**config.mk**
```make
export PLATFORM = sky130hd
export DESIGN_NAME = q5_fb_hazard_monitor
export DESIGN_NICKNAME = d
export VERILOG_FILES = /design/src/rtl/q5_fb_hazard_monitor.sv
export SDC_FILE = /design/constraint.sdc
export NUM_CORES = 1
export LEC_CHECK = 0
export ABC_CLOCK_PERIOD_IN_PS = 1650
export CAP_MARGIN = 10
export CORE_MARGIN = 2
export CORE_UTILIZATION = 47
export CTS_CLUSTER_SIZE = 24
export DETAILED_ROUTE_END_ITERATION = 16
export PLACE_DENSITY = 0.74
export SKIP_CTS_REPAIR_TIMING = 1
export SLEW_MARGIN = 20
export SYNTH_ARGS = -nofsm -noshare
export SYNTH_HDL_FRONTEND = slang
export SYNTH_SLANG_ARGS = --single-unit
```
**constraint.sdc**
```tcl
create_clock -name clk -period 1.65 [get_ports clk]
set_clock_uncertainty 0.2 [all_clocks]
set_input_delay 0.165 -clock clk [delete_from_list [all_inputs] [get_ports clk]]
set_output_delay 0.165 -clock clk [all_outputs]
set_load 0.01 [all_outputs]
```
**src/rtl/q5_fb_hazard_monitor.sv**
```systemverilog
// Clocked hazard/error monitor for the FB circuit out = (~c & ~a) | (b & c).
// Watches a settle window after each input change and reports static hazards, errors and a debounced output.
module q5_fb_hazard_monitor #(
    parameter int unsigned SETTLE = 4,
    parameter int unsigned DEB    = 3,
    parameter int unsigned CNT_W  = 8
) (
    input  logic             clk,
    input  logic             rst,
    input  logic             a,
    input  logic             b,
    input  logic             c,
    input  logic             out_dut,
    input  logic             clr,
    output logic             exp_out,
    output logic             out_filt,
    output logic             busy,
    output logic             hazard_pulse,
    output logic [CNT_W-1:0] hazard_cnt,
    output logic             error
);

    localparam int WIN_W = (SETTLE > 1) ? $clog2(SETTLE) : 1;
    localparam int DEB_W = (DEB > 1) ? $clog2(DEB) : 1;

    typedef enum logic [1:0] {ST_STABLE, ST_SETTLE, ST_REPORT} state_t;

    function automatic logic fb_f(input logic [2:0] x);
        return (~x[0] & ~x[2]) | (x[1] & x[0]);
    endfunction

    logic [2:0]       abc_q;
    logic [2:0]       abc_prev;
    logic             out_q;
    logic             primed;
    logic             chg;
    logic             f_q;
    logic             f_prev;
    logic             dev_next;

    state_t           state;
    logic [WIN_W-1:0] win;
    logic             dev;
    logic             exp_new;
    logic             is_static;
    logic [DEB_W-1:0] dcnt;

    // The priming edge loads both history stages from the live inputs so no change is seen.
    always_ff @(posedge clk) begin
        if (rst) begin
            abc_q    <= '0;
            abc_prev <= '0;
            out_q    <= 1'b0;
            primed   <= 1'b0;
        end else begin
            abc_q    <= {a, b, c};
            abc_prev <= primed ? abc_q : {a, b, c};
            out_q    <= out_dut;
            primed   <= 1'b1;
        end
    end

    assign chg      = primed && (abc_q != abc_prev);
    assign f_q      = fb_f(abc_q);
    assign f_prev   = fb_f(abc_prev);
    assign exp_out  = primed & f_q;
    assign dev_next = dev | (out_q != exp_new);
    assign busy     = (state != ST_STABLE);

    // A change always (re)opens a window, whatever the state; report actions land on the last window sample.
    always_ff @(posedge clk) begin
        if (rst) begin
            state        <= ST_STABLE;
            win          <= '0;
            dev          <= 1'b0;
            exp_new      <= 1'b0;
            is_static    <= 1'b0;
            hazard_pulse <= 1'b0;
            hazard_cnt   <= '0;
            error        <= 1'b0;
        end else begin
            hazard_pulse <= 1'b0;
            if (chg) begin
                state     <= ST_SETTLE;
                win       <= '0;
                dev       <= 1'b0;
                exp_new   <= f_q;
                is_static <= ((state == ST_STABLE) ? f_prev : exp_new) == f_q;
            end else begin
                case (state)
                    ST_STABLE: begin
                        if (primed && (out_q != exp_out))
                            error <= 1'b1;
                    end
                    ST_SETTLE: begin
                        dev <= dev_next;
                        if (win == WIN_W'(SETTLE - 1)) begin
                            state <= ST_REPORT;
                            if (is_static && dev_next) begin
                                hazard_pulse <= 1'b1;
                                if (hazard_cnt != '1)
                                    hazard_cnt <= hazard_cnt + 1'b1;
                            end
                            if (out_q != exp_new)
                                error <= 1'b1;
                        end else begin
                            win <= win + 1'b1;
                        end
                    end
                    ST_REPORT: state <= ST_STABLE;
                    default:   state <= ST_STABLE;
                endcase
            end
            if (clr) begin
                hazard_cnt <= '0;
                error      <= 1'b0;
            end
        end
    end

    always_ff @(posedge clk) begin
        if (rst) begin
            out_filt <= 1'b0;
            dcnt     <= '0;
        end else if (out_q == out_filt) begin
            dcnt <= '0;
        end else if (dcnt == DEB_W'(DEB - 1)) begin
            out_filt <= out_q;
            dcnt     <= '0;
        end else begin
            dcnt <= dcnt + 1'b1;
        end
    end

endmodule

```
==> results.py, run 1 <==
metrics = {
    "outcome": {
        "status": "complete, but fails checks",
        "violations": "negative setup slack",
    },
    "power_and_ir_drop": {
        "sw_frac_of_total": 0.2692,
        "power_frac_seq": 0.547,
        "totalPowerFinal_mw": 1.328,
        "p_int_uw": 970.2,
        "power.share.combinational": 0.187,
        "power_leakage_nw": 0.9307,
        "p_sw_uw": 357.4,
        "ir_worst_vdd_v": 0.0005779,
        "powerDensity_mw_per_mm2": 689.5,
        "clockPowerShare": 0.266,
    },
    "placed_design": {
        "dpl-instance-area_mm2": 0.001719,
        "gp_congestion": 0.9149,
        "hpwl_um": 2318,
        "io_buffers": 19,
        "dp_cells": 213,
    },
    "timing": {
        "fmax_ghz": 0.5540,
        "post-route-min-period_ps": 1805,
        "whs_ps": 163.9,
        "fin_ws_ps": -155.2,
        "hold_viol": 0,
        "fin_crit_sh": 1.094,
        "max-slew-margin-rel": 0.7776,
        "setup_violations": 9,
        "drv_slew": 0,
        "tightest_slew_ps": 333.7,
        "rsz0062_at_grt": "yes",
    },
    "synthesis": {
        "synth_top_area_frac": 0.4396,
        "ys_seq_area_frac": 0.4396,
        "syn-instance-count": 140,
        "syn_nets": 150,
        "synth_area_leader_cell": "dfxtp_1",
        "synth.distinct_cells": 35,
        "synth.avg_cell_area_um2": 9.107,
        "synth_area_leaders": "dfxtp_1 44%, mux2i_1 7.9%, nor2_1 5.0%",
        "synth_edf_count": 0,
        "synthArstFlopShare": 0,
        "ys_warn_count": 0,
        "synthFlopType": "dfxtp_1",
        "synth_area_mm2": 0.001275,
        "yosys_register_bits": 28,
    },
    "route": {
        "routedWlPerCell_um": 15.96,
        "dr.pass1.iters": 4,
        "drt_iter0_drc": 39,
        "drc": 0,
        "ant_nets": 0,
        "routed_wl_um": 3558,
        "vias_per_cell": 5.700,
        "vias": 1271,
    },
    "critical_path": {
        "crit_slowest_cell": "o31a_1",
        "crit_chain": "xor2_1 -> o31a_1 -> buf_4 -> o31ai_2 -> a21oi_2",
        "r2r-start": "abc_prev[0]",
        "worstSetupPathType": "reg -> reg",
        "cp_top_family": "compound AO/OA/AOI/OAI gates",
        "crit_start": "abc_prev[0]",
        "crit_required_ps": 1700,
        "worstPathArrival_ps": 1860,
        "crit_path_max_fanout": 6,
        "max_stage_delay_ps": 410,
        "critPathBufInv": 1,
        "start_kind": "flip-flop",
        "cp-end-kind": "flip-flop",
    },
    "final_layout": {
        "final_area_mm2": 0.001926,
        "layout.nets": 204,
        "regArea_um2": 578.1,
        "multi_input_area_um2": 782.0,
        "fin_util": 0.7634,
        "fin_cells": 223,
        "syn_to_final_growth_pct": 51.03,
        "drive_above_1_share": 0.3886,
        "num_antenna_cells": 0,
        "fillers": 175,
    },
    "global_routing": {
        "gr-total-overflow": 0,
        "grt.total_usage": 0.2029,
        "grt_pass1_vias": 1184,
        "grt_pass1_wl_um": 5099,
        "grt_max_degree": 18,
        "grt_antenna_before_repair": 0,
    },
    "cts": {
        "clk_pin_slew_worst_paths_ps": 160,
        "h-tree-depth": 1,
        "cts.sinks": 28,
        "insertion_delay_ps": 350,
        "tritoncts": "built",
        "cts-root-buf": "clkbuf_4",
        "clk_path_buf_depth": 2,
        "cts_buffers": 3,
    },
    "job": {
        "drv_cap": 0,
    },
    "die": {
        "dieWidth_um": 56.09,
        "std_cell_rows": 18,
        "initial_core_util": 0.5055,
        "coreArea_mm2": 0.002522,
        "die-area_mm2": 0.003146,
        "pin_count": 20,
        "fp.dieH_um": 56.09,
    },
    "hold_path": {
        "min_from": "out_dut",
        "hold_path.class": "in -> reg",
    },
}
per-layer routing:
| layer | up-vias | part of all wire | global-route usage |
|---|---|---|---|
| met3 | 14 | 0.044 | 0.04884 |
| met4 | 0 | 0.029 | 0.07823 |
| li1 | 602 | - | - |
| met1 | 614 | 0.44 | 0.2504 |
| met5 | - | 0 | 0 |
| met2 | 41 | 0.49 | 0.3395 |
power groups by stage:
stage          logic, mW  clock network, mW  registers (mW)
2_1_floorplan      0.115                  0           0.733
6_report           0.248              0.353           0.726
3_5_place_dp       0.207                  0           0.735
4_1_cts            0.208              0.350           0.720
3_3_place_gp       0.200                  0           0.734
5_1_grt            0.269              0.372           0.729
layout make-up:
type / instances / area share
repair buffers: 54 / 0.2456
inverters: 5 / 0.009747
multi-input cells: 102 / 0.4061
clock buffers: 4 / 0.01884
flip-flops and latches: 28 / 0.3002
well taps: 30 / 0.01949
flip-flops by register name, indices dropped and copies added, names as in the netlist, 2 cells and up:
| name | flops |
|---|---|
| win | 2 |
| state | 2 |
| abc_q | 3 |
| dcnt | 2 |
| hazard_cnt | 8 |
| abc_prev | 3 |
per-stage QoR:
| stage | TNS [ps] | worst slack, ps |
|---|---|---|
| 5_1_grt | -1693 | -220.5 |
| 3_3_place_gp | -325.9 | -146.6 |
| 2_1_floorplan | -126.7 | -68.95 |
| 6_report | -779.6 | -155.2 |
| 3_5_place_dp | -550.0 | -186.3 |
| 4_1_cts | -2039 | -398.0 |
worst register-to-register path, stage by stage (launching register included):
cell     delay, ps
dfxtp_2        360
xor2_1         170
o31a_1         410
buf_4          200
o31ai_2        300
a21oi_2         90
cells in the final DEF, fill, tap and decap left out, drive strengths merged:
cell type and instances:
a21o 1, a21oi 5, a311oi 1, a31o 1
a31oi 1, a32o 1, and2 2, and3 3
and4 1, buf 37, clkbuf 4, clkdlybuf4s50 9
dfxtp 28, dlymetal6s2s 8, ha 3, inv 5
mux2 1, mux2i 10, nand2 12, nand3 2
nand4 4, nor2 17, nor2b 7, nor3 2
nor4 3, o2111a 1, o2111ai 1, o21ai 2
o221ai 1, o31a 1, o31ai 4, or2 2
or3 5, or4 1, xnor2 2, xor2 5
cell families after synthesis:
family | after synthesis | share of synthesized area
buffers and inverters | 10 | 0.03533
XOR/XNOR | 7 | 0.04809
AND/OR/NAND/NOR | 61 | 0.2424
AO/OA/AOI/OAI | 20 | 0.1178
multiplexers | 11 | 0.08734
flip-flops | 28 | 0.4396
adder cells (fa/ha/maj) | 3 | 0.02944
synthesized netlist by cell type (all sizes together), types with 2 or more instances:
cell and count:
dfxtp 28, a21oi 5, or2 2, nand2 12, inv 5, and2 2, nor2b 7, nand3 2
xnor2 2, nor4 3, nor2 17, ha 3, mux2i 10, o31ai 4, nor3 2, or3 5
o21ai 2, and3 3, nand4 4, clkbuf 4, xor2 5
path summary, 6_finish.rpt:
check	end	depth (start not counted)	slack [ps]
hold / removal	out_q	2	160
hold reg to reg	dcnt[0]	1	220
setup / recovery	hazard_cnt[0]	5	-160
setup reg to reg	hazard_cnt[0]	5	-160
Power figures use the tool's default switching activity.
==> run 2, diff against run 1 <==
- SKIP_LAST_GASP: not set -> 1
==> results.py, run 2 (same netlist as run 1, synthesis figures left out) <==
metrics = {
    "critical_path": {
        "crit_chain": "xor2_2 -> o2111ai_4 -> or4_4 -> a21oi_2",
        "crit_required_ps": 1740,
        "start_kind": "flip-flop",
        "worstPathArrival_ps": 1900,
        "cp-end-kind": "flip-flop",
        "max_stage_delay_ps": 530,
        "crit_path_max_fanout": 4,
        "worstSetupPathType": "reg -> reg",
        "crit_slowest_cell": "or4_4",
    },
    "power_and_ir_drop": {
        "power_leakage_nw": 0.9413,
        "clockPowerShare": 0.265,
        "totalPowerFinal_mw": 1.324,
        "ir_worst_vdd_v": 0.0005676,
        "sw_frac_of_total": 0.2673,
        "power_frac_seq": 0.548,
        "p_sw_uw": 354.0,
        "p_int_uw": 970.4,
        "powerDensity_mw_per_mm2": 686.9,
        "power.share.combinational": 0.187,
    },
    "job": {
        "drv_cap": 0,
    },
    "cts": {
        "cts-root-buf": "clkbuf_4",
        "clk_path_buf_depth": 2,
        "h-tree-depth": 1,
        "cts_buffers": 3,
        "clk_pin_slew_worst_paths_ps": 160,
        "insertion_delay_ps": 350,
        "tritoncts": "built",
        "cts.sinks": 28,
    },
    "final_layout": {
        "syn_to_final_growth_pct": 51.23,
        "layout_commonest_cell": "buf_4",
        "final_cell_mix": "35 x buf_4, 17 x nor2_1, 17 x dfxtp_1, 11 x nand2_1",
        "num_antenna_cells": 0,
        "largest_reg_flops": 8,
        "fin_cells": 223,
        "top_register": "hazard_cnt",
        "top_regs": "hazard_cnt (8), abc_prev (3), abc_q (3)",
        "layout.nets": 204,
        "drive_above_1_share": 0.3782,
    },
    "timing": {
        "fin_ws_ps": -156.7,
        "rsz0062_at_grt": "yes",
        "tightest_slew_ps": 329.3,
        "drv_slew": 0,
        "post-route-min-period_ps": 1807,
        "fmax_ghz": 0.5535,
        "max-slew-margin-rel": 0.7804,
        "fin_crit_sh": 1.095,
        "finalSetupTns_ps": -773.1,
        "hold_viol": 0,
        "whs_ps": 167.6,
        "setup_violations": 10,
    },
    "global_routing": {
        "grt_pass1_wl_um": 5099,
        "grt_max_degree": 18,
        "grt.total_usage": 0.2029,
        "gr-total-overflow": 0,
        "grt_pass1_vias": 1184,
        "grt_antenna_before_repair": 0,
    },
    "route": {
        "routedWlPerCell_um": 15.87,
        "drc": 0,
        "routed_wl_um": 3539,
        "dr.pass1.iters": 4,
        "ant_nets": 0,
        "vias": 1273,
        "drt_iter0_drc": 56,
        "vias_per_cell": 5.709,
    },
    "outcome": {
        "status": "complete, but fails checks",
        "violations": "negative setup slack",
    },
    "die": {
        "std_cell_rows": 18,
        "die-area_mm2": 0.003146,
        "fp.dieH_um": 56.09,
        "coreArea_mm2": 0.002522,
        "initial_core_util": 0.5055,
        "pin_count": 20,
        "dieWidth_um": 56.09,
    },
    "placed_design": {
        "hpwl_um": 2318,
        "io_buffers": 19,
        "dp_cells": 213,
        "gp_congestion": 0.9149,
    },
    "hold_path": {
        "hold_path.class": "in -> reg",
    },
}
-- run 2: cell types whose count changed in the layout (fill, tap and decap cells not counted), sizes merged --
cell | before | now
buf | 37 | 36
dlymetal6s2s | 8 | 9
-- run 2: per-stage QoR --
| step | worst slack, ps | utilization | cell area [um2] |
|---|---|---|---|
| floorplan | -68.95 | - | 1300 |
| global placement | -146.6 | 0.6815 | 1719 |
| detailed placement | -186.3 | 0.6815 | 1719 |
| CTS | -398.0 | 0.6959 | 1755 |
| global route | -220.2 | 0.7644 | 1928 |
| finish | -156.7 | 0.7644 | 1928 |
-- run 2: final cells by class --
type / count / area [um2]
fill: 172 / 594.3
sequential: 28 / 576.8
clock buffer: 4 / 36.28
timing repair buffer: 54 / 476.7
multi-input combinational: 102 / 782.0
inverter: 5 / 18.77
tap: 30 / 37.54
-- run 2: critical path: cells and delay by family (launching register included) --
kind,cells,cell delay (ps)
XOR/XNOR,1,280
flip-flops,1,420
AND/OR/NAND/NOR,1,530
AO/OA/AOI/OAI,2,340
-- run 2: final timing paths --
path	start	depth (start not counted)	to	slack [ps]
min	out_dut	2	out_q	170
max	out_q	4	hazard_cnt[0]	-160
min reg2reg	dcnt[0]	1	dcnt[0]	220
max reg2reg	out_q	4	hazard_cnt[0]	-160
-- run 2: power by group through the flow --
stage	registers, mW	clock network (mW)	logic [mW]
finish	0.726	0.351	0.248
global route	0.729	0.372	0.269
CTS	0.720	0.350	0.208
detailed placement	0.735	0	0.207
global placement	0.734	0	0.200
floorplan	0.733	0	0.115
-- run 2: routing by layer --
layer	global-route usage	vias up	share of wire	wire [um]
li1	-	601	-	-
met1	0.2504	618	0.44	1562
met2	0.3395	42	0.49	1747
met3	0.04884	12	0.040	143
met4	0.07823	0	0.024	85
met5	0	-	0	0
